`src/rtl/aether_cmd_sequencer.sv`:
```
// aether_cmd_sequencer
//
// Host-side command scheduler for aether_engine. Commands are queued in a
// small FIFO and driven onto cmd_o one per clock, back-to-back when the
// queue allows. A command queued with its wait flag set stalls the stream
// after it is issued until the engine interrupt shows a fresh rising edge.
// The block then optionally issues the status-read/interrupt-clear word
// before resuming. An optional watchdog moves the block to ERROR when a wait
// lasts too long. ERROR is left only through flush_i or reset.
//
// Ports
//   clk_i          engine clock, all logic on the rising edge
//   rst_ni         asynchronous active-low reset
//   push_i         enqueue request, taken when push_i && push_ready_o
//   push_cmd_i     24-bit command word {instr, param_1, param_2}
//   push_wait_i    wait for the interrupt after this command is issued
//   push_ready_o   FIFO not full
//   flush_i        synchronous flush: empty FIFO, clear error, go IDLE
//   interrupt_i    engine interrupt (level, held until cleared)
//   cmd_o          registered command word to the engine
//   busy_o         sequencer active or commands pending
//   waiting_o      stalled on an interrupt
//   error_o        wait timed out
//   fill_o         FIFO occupancy
//   issued_count_o commands issued from the FIFO (auto-clears excluded)
module aether_cmd_sequencer #(
    parameter int unsigned Depth         = 16,
    parameter logic [23:0] NopCmd        = 24'h000000,
    parameter logic [23:0] StatsClrCmd   = 24'h000000,
    parameter bit          AutoClear     = 1'b1,
    parameter int unsigned TimeoutCycles = 0
) (
    input  logic                         clk_i,
    input  logic                         rst_ni,
    input  logic                         push_i,
    input  logic [23:0]                  push_cmd_i,
    input  logic                         push_wait_i,
    output logic                         push_ready_o,
    input  logic                         flush_i,
    input  logic                         interrupt_i,
    output logic [23:0]                  cmd_o,
    output logic                         busy_o,
    output logic                         waiting_o,
    output logic                         error_o,
    output logic [$clog2(Depth+1)-1:0]   fill_o,
    output logic [15:0]                  issued_count_o
);

    localparam int unsigned PW = $clog2(Depth);
    localparam int unsigned CW = $clog2(Depth + 1);
    localparam logic [31:0] TO_LAST =
        (TimeoutCycles == 0) ? 32'd0 : 32'(TimeoutCycles - 1);

    typedef enum logic [2:0] {
        S_IDLE,
        S_ISSUE,
        S_WAIT,
        S_CLEAR,
        S_ERROR
    } state_t;

    state_t         state_q, state_d;
    logic [23:0]    cmd_d;
    logic [24:0]    mem [Depth];
    logic [PW-1:0]  wr_ptr_q, rd_ptr_q;
    logic [CW-1:0]  count_q;
    logic [15:0]    issued_q;
    logic [31:0]    timer_q, timer_d;
    logic           irq_prev_q;
    logic           irq_seen_q, irq_seen_d;

    logic           full, empty;
    logic           push_accept;
    logic           pop;
    logic           irq_edge;
    logic [24:0]    head;

    assign full        = (count_q == CW'(Depth));
    assign empty       = (count_q == '0);
    // Flush wins over a same-cycle push; a full FIFO drops the push even if
    // a pop frees a slot on the same edge.
    assign push_accept = push_i && !full && !flush_i;
    assign irq_edge    = interrupt_i && !irq_prev_q;
    assign head        = mem[rd_ptr_q];

    // Storage carries no reset; occupancy is tracked by count_q alone.
    always_ff @(posedge clk_i) begin
        if (push_accept) begin
            mem[wr_ptr_q] <= {push_wait_i, push_cmd_i};
        end
    end

    always_comb begin
        state_d    = state_q;
        cmd_d      = NopCmd;
        pop        = 1'b0;
        timer_d    = timer_q;
        irq_seen_d = irq_seen_q;
        if (flush_i) begin
            state_d = S_IDLE;
        end else begin
            case (state_q)
                S_IDLE, S_ISSUE: begin
                    if (!empty) begin
                        pop   = 1'b1;
                        cmd_d = head[23:0];
                        if (head[24]) begin
                            state_d    = S_WAIT;
                            irq_seen_d = 1'b0;
                            timer_d    = '0;
                        end else begin
                            state_d = S_ISSUE;
                        end
                    end else begin
                        state_d = S_IDLE;
                    end
                end
                S_WAIT: begin
                    // The first WAIT cycle is the one where the wait command
                    // itself sits on cmd_o, so an edge there already counts.
                    // Checking the edge before the timer lets it win a tie.
                    if (irq_seen_q || irq_edge) begin
                        irq_seen_d = 1'b1;
                        state_d    = AutoClear ? S_CLEAR : S_ISSUE;
                    end else if (TimeoutCycles != 0 && timer_q == TO_LAST) begin
                        state_d = S_ERROR;
                    end else begin
                        timer_d = timer_q + 32'd1;
                    end
                end
                S_CLEAR: begin
                    cmd_d   = StatsClrCmd;
                    state_d = S_ISSUE;
                end
                S_ERROR: begin
                    state_d = S_ERROR;
                end
                default: begin
                    state_d = S_IDLE;
                end
            endcase
        end
    end

    always_ff @(posedge clk_i or negedge rst_ni) begin
        if (!rst_ni) begin
            state_q    <= S_IDLE;
            cmd_o      <= NopCmd;
            wr_ptr_q   <= '0;
            rd_ptr_q   <= '0;
            count_q    <= '0;
            issued_q   <= '0;
            timer_q    <= '0;
            irq_prev_q <= 1'b0;
            irq_seen_q <= 1'b0;
        end else begin
            state_q    <= state_d;
            cmd_o      <= cmd_d;
            timer_q    <= timer_d;
            irq_prev_q <= interrupt_i;
            irq_seen_q <= irq_seen_d;
            if (flush_i) begin
                wr_ptr_q <= '0;
                rd_ptr_q <= '0;
                count_q  <= '0;
            end else begin
                if (push_accept) begin
                    wr_ptr_q <= wr_ptr_q + 1'b1;
                end
                if (pop) begin
                    rd_ptr_q <= rd_ptr_q + 1'b1;
                    issued_q <= issued_q + 16'd1;
                end
                if (push_accept && !pop) begin
                    count_q <= count_q + 1'b1;
                end else if (pop && !push_accept) begin
                    count_q <= count_q - 1'b1;
                end
            end
        end
    end

    assign push_ready_o   = !full;
    assign busy_o         = (state_q != S_IDLE) || !empty;
    assign waiting_o      = (state_q == S_WAIT);
    assign error_o        = (state_q == S_ERROR);
    assign fill_o         = count_q;
    assign issued_count_o = issued_q;

endmodule

```
`config.mk`:
```
export PLATFORM = sky130hd
export DESIGN_NAME = aether_cmd_sequencer
export DESIGN_NICKNAME = d
export VERILOG_FILES = /design/src/rtl/aether_cmd_sequencer.sv
export SDC_FILE = /design/constraint.sdc
export NUM_CORES = 1
export LEC_CHECK = 0
export ABC_AREA = 1
export CAP_MARGIN = 20
export CORE_MARGIN = 1
export CORE_UTILIZATION = 32
export CTS_BUF_LIST = sky130_fd_sc_hd__clkbuf_16
export CTS_CLUSTER_DIAMETER = 80
export DETAILED_ROUTE_END_ITERATION = 10
export HOLD_SLACK_MARGIN = 0.12
export SETUP_SLACK_MARGIN = 0.4
export SLEW_MARGIN = 20
export SYNTH_ARGS = -nofsm -noshare
export SYNTH_HDL_FRONTEND = slang
export SYNTH_SLANG_ARGS = --single-unit
```
`constraint.sdc`:
```
create_clock -name clk_i -period 4.1 [get_ports clk_i]
set_clock_uncertainty 0.1 [all_clocks]
set_input_delay 0.82 -clock clk_i [delete_from_list [all_inputs] [get_ports clk_i]]
set_output_delay 0.82 -clock clk_i [all_outputs]
set_load 0.05 [all_outputs]
```
==> Word level (Yosys, flattened, before mapping) <==
Memories as Yosys holds them, arrays and structs flattened.
Index checks and enable logic that the tools add are counted.
{ "word_totals": {"reg_bits": 58, "mem_bits_rw": 400, "output_inout_bits": 49, "word_cells": 71, "mem_count": 1} }
{ "memory_table": {"columns": ["memory", "words", "width", "read_ports", "rd_ports_with_merged_regs", "wr", "line", "text"], "rows": [
  ["mem", 16, 25, 1, 0, 1, "64", "logic [24:0] mem [Depth];"]
]} }
{ "classes": {"addsub": 5, "eq_ne": 9, "n_mux": 24, "n_bitwise": 1, "reduce_logical": 23} }
{ "op_table": {"columns": ["operator", "count"], "rows": [
  ["24-bit 2-to-1 mux", 3],
  ["16-bit by 1-bit adder with 16-bit output, second input constant", 1],
  ["4-bit 2-to-1 mux", 4],
  ["5-bit 2-to-1 mux", 3],
  ["3-bit case mux with 4 select lines", 1],
  ["3-bit 2-to-1 mux", 3],
  ["4-bit by 1-bit adder with 4-bit output, second input constant", 2],
  ["1-bit 2-to-1 mux", 8],
  ["3-bit by 2-bit == test with 1-bit output, second input constant", 2],
  ["1-bit zero test", 6],
  ["2-bit nonzero test", 3],
  ["3-bit nonzero test", 2],
  ["5-bit by 1-bit adder with 5-bit output, second input constant", 1],
  ["5-bit == test, second input constant", 1],
  ["1-bit logical AND", 5],
  ["5-bit zero test", 1],
  ["5-bit AND reduction", 1],
  ["5-bit by 1-bit subtractor with 5-bit output, second input constant", 1],
  ["2-bit inequality test, second input constant", 2],
  ["3-bit by 1-bit == test with 1-bit output, second input constant", 1],
  ["3-bit == test, second input constant", 1],
  ["3-bit zero test", 1],
  ["3-bit by 2-bit inequality test with 1-bit output, second input constant", 1],
  ["1-bit logical OR", 2],
  ["other kinds (6)", 6]
]} }

==> Longest topological paths before layout <==
Gate-level depths: netlist of the first run.
{ "logic_depth": {"word_depth": 9, "ltp_mapped": 12} }

==> Least setup slack after synthesis of the first run <==
Ideal clock, no wire load.
{ "synth_path": {"kind": "register to register", "start": "reg count_q[0] (netlist: fill_o[0])", "end": "mem mem[1][0], enable pin", "setup_time_ns": 0.438, "arrival_ns": 3.607, "required_ns": 3.562, "setup_slack_ns": -0.045, "path_stages_with_launch": 7, "n_path_buf": 0, "period_less_slack_ns": 4.145, "path_cell_list": "dfrtp_1 > inv_1 > nand4_1 > nand2_1 > nor2_1 > inv_1 > nor3_1"} }
{ "synth_between": {"elab_chain_cells": 6} }
{ "synth_lines": {"columns": ["element", "line", "text"], "rows": [
  ["start, declared", "66", "logic [CW-1:0] count_q;"],
  ["start signal, assigned", "175", "count_q <= count_q + 1'b1;"],
  ["start signal, assigned", "177", "count_q <= count_q - 1'b1;"],
  ["5-bit == test", "78", "assign full = (count_q == CW'(Depth));"],
  ["1-bit zero test", null, null],
  ["via push_ready_o", "38", "output logic push_ready_o,"],
  ["1-bit logical AND (2 in a row)", "82", "assign push_accept = push_i && !full && !flush_i;"],
  ["1-bit 2-to-1 mux", "88", "if (push_accept) begin"],
  ["1-bit 2-to-1 mux (implied by the code)", "89", "mem[wr_ptr_q] <= {push_wait_i, push_cmd_i};"],
  ["end, declared", "64", null]
]} }
The timed path passes the listed nets, and every way through them passes these cells.

==> Worst setup path in the final report of the first run <==
{ "layout_path": {"start": "reg count_q[1] (netlist: fill_o[1])", "end": "out busy_o"} }
{ "layout_between": {"elab_chain_cells": 3} }
{ "layout_lines": {"columns": ["element", "line", "text"], "rows": [
  ["5-bit zero test", "79", "assign empty = (count_q == '0);"],
  ["1-bit zero test", "184", "assign busy_o = (state_q != S_IDLE) || !empty;"],
  ["1-bit logical OR", "184", null],
  ["end, declared", "42", "output logic busy_o,"]
]} }
No other way between the ends.

==> results of run 1 <==
==> power groups by stage <==
stage          logic [uW]  registers, uW  clock network (uW)
6_report             3220           5530                4160
5_1_grt              3540           5560                4410
4_1_cts              3250           5540                4240
3_5_place_dp         3240           5630                   0
3_3_place_gp         3210           5620                   0
2_1_floorplan        1800           6060                   0
==> worst paths after layout <==
kind                                          from                       to  slack (ns)  cells past startpoint
hold reg to reg             irq_seen_q$_DFFE_PN0P_   irq_seen_q$_DFFE_PN0P_        0.38                      2
min in group clk_i          irq_seen_q$_DFFE_PN0P_   irq_seen_q$_DFFE_PN0P_        0.38                      2
max in group asynchronous                   rst_ni  rd_ptr_q[0]$_DFFE_PN0P_        3.00                      1
hold / removal                              rst_ni     irq_prev_q$_DFF_PN0_        0.27                      1
setup / recovery             fill_o[1]$_DFFE_PN0P_                   busy_o        0.89                      5
setup reg to reg           rd_ptr_q[1]$_DFFE_PN0P_   state_q[1]$_DFFE_PN0P_        1.38                     10
==> kinds of logic (layout without fill, tap and decap cells) <==
family | after synthesis | after routing | share of synthesized area [%]
AO/OA/AOI/OAI | 293 | 293 | 8.65
XOR/XNOR | 17 | 17 | 0.816
adder cells (fa/ha/maj) | 11 | 11 | 0.795
buffers and inverters | 151 | 271 | 3.94
flip-flops | 458 | 458 | 73.8
AND/OR/NAND/NOR | 527 | 527 | 12.0
==> cell usage in the layout (no fill, tap or decap) <==
cell type	netlist	routed
edfxtp_1	400	400
nand2_1	259	259
nor2_1	136	132
o21ai_1	84	84
nand3_1	79	79
inv_1	62	78
clkdlybuf4s50_1	0	77
a21oi_1	76	76
o21ai_0	70	70
dfrtp_1	58	56
clkbuf_16	0	49
buf_4	16	30
nand4_1	28	28
o22ai_1	28	28
o211ai_1	23	23
nor3_2	1	12
xor2_1	11	11
clkinv_1	0	11
a31oi_1	10	10
ha_1	10	10
inv_2	8	8
clkinv_2	0	8
nor3_1	19	7
nor2_4	1	6
xnor2_1	6	6
bufinv_16	0	3
buf_12	0	3
nand2_2	2	2
inv_16	0	2
nor2_2	2	1
inv_4	1	1
nor3_4	0	1
o211a_1	1	1
o21a_1	1	1
fa_1	1	1
inv_6	0	1
dfrtp_4	0	1
dfrtp_2	0	1
==> metrics by stage <==
stage	util, %	hold WS (ns)	TNS (ns)	cell area, um2
after CTS	38.0	0.290	0	21400
after global placement	35.3	0.373	0	19900
after global routing	38.0	0.335	0	21400
after floorplan	-	0.343	-9.00	18300
after detailed placement	35.3	0.369	0	19900
final	38.0	0.269	0	21400
==> per-layer routing <==
| layer | vias up | part of all wire, % | global-route usage, % | routed length [um] |
|---|---|---|---|---|
| met1 | 5630 | 45 | 21.3 | 19800 |
| li1 | 5381 | - | - | - |
| met4 | 2 | 1.5 | 4.05 | 644 |
| met5 | - | 0.030 | 0 | 13 |
| met3 | 43 | 5.6 | 2.48 | 2460 |
| met2 | 298 | 48 | 25.3 | 21100 |
==> cell type report <==
class	instances	area (um2)	area share [%]
tap	756	946	4.42
clock buffer	49	1230	5.73
inverter	71	269	1.26
clock inverter	41	280	1.31
multi-input combinational	848	4170	19.5
timing repair buffer	110	1060	4.93
sequential	458	13500	62.9
==> worst register-to-register path, stage by stage (launching register included) <==
cell and delay (ns):
dfrtp_2 0.85, nand2_2 0.11, buf_4 0.29, inv_2 0.59, nand2_1 0.11, nor2_1 0.12
nor2_1 0.05, nand2_1 0.11, nand3_1 0.10, nand3_1 0.10, o21ai_1 0.07
==> sequential cells by signal (all words and copies together) (netlist names) <==
register and cells:
fill_o 5, rd_ptr_q 4, issued_count_o 16, irq_prev_q 1, mem 400, wr_ptr_q 4
cmd_o 24, irq_seen_q 1, state_q 3
==> results_dict.tcl, run 1 <==
set metrics [dict create \
    dp_slack_ns 0.804 \
    place_inst 2243 \
    fin_cells 2333 \
    p_switching_uw 4270 \
    finalSetupViolCount 0 \
    p_int_uw 8630 \
    synth-async-reset-ratio_pct 12.7 \
    synth_cell_types 31 \
    numCtsBuffers 49 \
    grt_pass1_wl_um 67700 \
    grt-ovfl-total 0 \
    rsz0062_at_grt "false" \
    synth_top_area_share_pct 65.8 \
    dr.first_iter.drc_count 939 \
    via_per_inst 4.87 \
    synthTopCellsByArea "edfxtp_1, dfrtp_1, nand2_1, nor2_1, o21ai_1" \
    die_w_um 241 \
    max_slew_margin_pct 14.1 \
    cts.clk_slew.worst_paths_ns 0.06 \
    port_buffers 78 \
    die_h_um 241 \
    endpoint_kind "output port" \
    setup_slack_ns 0.889 \
    hold_buffers 0 \
    place_congestion 0.811 \
    syn_inst 1457 \
    hpwl_um 24000 \
    violations "design-rule violations" \
    antenna-diode-count 0 \
    min_path_type "input pin to async pin" \
    fin_crit_sh_pct 78.3 \
    switching_share_pct 33.1 \
    leakagePower_uw 0.00750 \
    area_growth_pct 17.3 \
    crit_required_ns 3.18 \
    post_cts_resized 0 \
    core.rowCount 87 \
    synth_flop_cell "edfxtp_1" \
    startpoint_type "register" \
    ys_ff_latch 458 \
    worstPathBufferInverterCount 2 \
    power_uw 12900 \
    worst_ir_drop_vdd_v 0.000563 \
    io-pin-count 79 \
    drc 2 \
    ys_warn_count 0 \
    avgSynthCellArea_um2 12.5 \
    worstPathArrival_ns 2.29 \
    antenna_found_initial 1 \
    cts_buffer_depth 3 \
    postRouteAntennaNets 0 \
    hold_viol 0 \
    cts_max_level 2 \
    status "finished with violations" \
    critPathTopFamily "buffers and inverters" \
    crit_path_cell_trace "nor2_1, nand4_1, inv_1, nand3_1, clkdlybuf4s50_1" \
    drive_gt1_share_pct 8.18 \
    cp_slowest_stage_delay_ns 0.71 \
    seq_power_share_pct 42.9 \
    nNetsFinal 1579 \
    period_minus_slack_ns 3.21 \
    grtUsageTotal_pct 15.4 \
    vias 11400 \
    yosysMostFrequentCell "edfxtp_1" \
    synth_common_cells "edfxtp_1, nand2_1, nor2_1" \
    wirelength_um 43900 \
    p_clk_share_pct 32.2 \
    cts_setup_buffers 0 \
    synth.largest_area_cell "edfxtp_1" \
    crit_type "register to output port" \
    clockRootBuffer "clkbuf_16" \
    worst_pin_slew_ns 1.29 \
    cts.sink_count 458 \
    start_util_pct 32.4 \
    critPathMaxFanout 5 \
    max_freq_mhz 311 \
    first_pass_iters 8 \
    clkLatencyLatePin_ns 0.59 \
    p_per_area_mw_per_mm2 602 \
    p_comb_share_pct 24.9 \
    synthesis.area_mm2 0.0183 \
    grt_pass1_vias 11100 \
    grt_max_degree 233 \
    maxCapViolCount 0 \
    slowest_stage "clkdlybuf4s50_1" \
    nFillCells 5470 \
    synth-edff-count 400 \
    die-area_mm2 0.0580 \
    syn_nets 1498 \
    slew_violations 0 \
    cts_tree "built" \
    seq_area_frac_synth_pct 73.8 \
    core_area_mm2 0.0564 \
    wl_per_cell_um 18.8 \
]
Note: power is estimated with default switching activity, not from simulation.
==> inputs of run 2 (changes only) <==
==> constraint.sdc (replaced) <==
create_clock -name clk_i -period 2.9 [get_ports clk_i]
set_clock_uncertainty 0.1 [all_clocks]
set_input_delay 0.58 -clock clk_i [delete_from_list [all_inputs] [get_ports clk_i]]
set_output_delay 0.58 -clock clk_i [all_outputs]
set_load 0.05 [all_outputs]
==> run 2 against run 1 <==
  * The flow now finishes without violations
  * Die area did not move
  * Sequential share of layout area fell by 1.2 points
  * Sequential cell count did not move
  * Hold slack improved by 0.11 ns
  * Count of clock-buffer cells in the layout did not move
  * Final area rose by 1.9%
  * Sequential power rose by 41%
  * Clock power rose by 38%
  * Total power rose by 42%
  * Critical path type unchanged
  * Critical endpoint is now waiting_o
  * Highest routed layer is now met4
==> results_dict.tcl, run 2 (synthesis gave the netlist of run 1 again) <==
set metrics [dict create \
    status "finished clean" \
    r2r-end "mem[10][12]$_DFFE_PP_" \
    rsz0062_at_grt "true" \
    max_slew_margin_pct 39.6 \
    grt_pass1_wl_um 70400 \
    met2_usage_pct 26.0 \
    place_congestion 0.802 \
    nNetsFinal 1604 \
    maxCapViolCount 0 \
    critPathTopFamily "buffers and inverters" \
    postRouteAntennaNets 0 \
    path_depth 3 \
    dr.first_iter.drc_count 1104 \
    antenna_found_initial 1 \
    clockRootBuffer "clkbuf_16" \
    r2r_start "fill_o[0]$_DFFE_PN0P_" \
    p_per_area_mw_per_mm2 841 \
    cts.sink_count 458 \
    startpoint_type "register" \
    finalSetupViolCount 0 \
    die-area_mm2 0.0580 \
    leakagePower_uw 0.00787 \
    min_path_type "input pin to register" \
    worstPathArrival_ns 1.76 \
    worst_pin_slew_ns 0.904 \
    io-pin-count 79 \
    grt_busiest_layer "met2" \
    crit_required_ns 2.22 \
    final_common_cell "edfxtp_1" \
    fin_crit_sh_pct 84.0 \
    grtUsageTotal_pct 16.1 \
    ff2ff_path_depth 8 \
    place_inst 2266 \
    max_freq_mhz 410 \
    postPlaceCellArea_mm2 0.0203 \
    core_area_mm2 0.0564 \
    port_buffers 78 \
    setup_tns_ns 0 \
    area_growth_pct 19.6 \
    endpoint_kind "output port" \
    stdcell_area_mm2 0.0218 \
    layout_common_cells "edfxtp_1, nand2_1, nor2_1, o21ai_1, nand3_1" \
    vias 11700 \
    largest_register_ffs 400 \
    cp-endpoint "waiting_o" \
    cts_buffer_depth 3 \
    grt-ovfl-total 0 \
    cts_tree "built" \
    via_per_inst 4.97 \
    drc 0 \
    slew_violations 0 \
    worst_ir_drop_vdd_v 0.000489 \
    hold_viol 0 \
    grt_max_degree 120 \
    slowest_stage "clkdlybuf4s15_2" \
    use_met3_pct 2.85 \
    start_util_pct 32.4 \
    core.rowCount 87 \
    die_h_um 241 \
    reg2reg_slack_ns 0.54 \
    hpwl_um 27300 \
    cp_slowest_stage_delay_ns 0.42 \
    wl_per_cell_um 19.3 \
    wirelength_um 45600 \
    worstPathBufferInverterCount 2 \
    die_w_um 241 \
    grtUsageMet1_pct 21.7 \
    crit_path_cell_trace "inv_1, nor3_2, clkdlybuf4s15_2" \
    clkLatencyLatePin_ns 0.60 \
    period_minus_slack_ns 2.44 \
    largest_register "mem" \
    cts_max_level 2 \
    drive_gt1_share_pct 10.2 \
    crit_type "register to output port" \
    first_pass_iters 5 \
    nFillCells 5418 \
    cp-startpoint "state_q[1]$_DFFE_PN0P_" \
    power_uw 18400 \
    numCtsBuffers 48 \
    critPathMaxFanout 4 \
    final_core_util_pct 38.7 \
    cts.clk_slew.worst_paths_ns 0.05 \
    fin_cells 2358 \
    grt_pass1_vias 11800 \
]
[run 2: repair_timing]
action / in CTS / in global routing
setup buffers: 0 / 2
pin swaps: 0 / 1
resized for setup: 27 / 13
endpoints found under the setup margin: 23 / 10
hold buffers: 1 / 0
endpoints found under the hold margin: 58 / 0
[run 2: worst min path at each step]
stage                            from                endpoint  cells after the start
2_1_floorplan                  rst_ni      cmd_o[0]$_DFF_PN0_                      0
3_3_place_gp   irq_seen_q$_DFFE_PN0P_  irq_seen_q$_DFFE_PN0P_                      2
4_1_cts                   interrupt_i    irq_prev_q$_DFF_PN0_                      1
3_5_place_dp   irq_seen_q$_DFFE_PN0P_  irq_seen_q$_DFFE_PN0P_                      2
5_1_grt                   interrupt_i    irq_prev_q$_DFF_PN0_                      1
6_report                  interrupt_i    irq_prev_q$_DFF_PN0_                      1
[run 2: per-stage QoR]
step,setup WS [ns],hold slack (ns)
3_5_place_dp,0.100,0.370
2_1_floorplan,-0.117,0.184
3_3_place_gp,0.143,0.361
6_report,0.463,0.383
5_1_grt,0.328,0.384
4_1_cts,0.268,0.361
[run 2: where the power goes]
group | switching, uW | internal [uW] | total [uW]
sequential | 290 | 7510 | 7800
combinational | 3370 | 1450 | 4810
clock | 2510 | 3240 | 5740
[run 2: per-layer routing]
layer | vias up | share of wire (%)
li1 | 5439 | -
met2 | 356 | 47
met4 | 0 | 2.7
met3 | 71 | 6.0
met5 | - | 0
met1 | 5843 | 44
[run 2: layout make-up]
| type | count | area, um2 | area share (%) |
|---|---|---|---|
| repair buffers | 136 | 1390 | 6.39 |
| well taps | 756 | 946 | 4.33 |
| diodes | 1 | 2.50 | 0.0115 |
| clock inverters | 39 | 249 | 1.14 |
| inverters | 71 | 273 | 1.25 |
| multi-input cells | 848 | 4260 | 19.5 |
| flip-flops and latches | 458 | 13500 | 61.7 |
| clock buffers | 49 | 1230 | 5.62 |
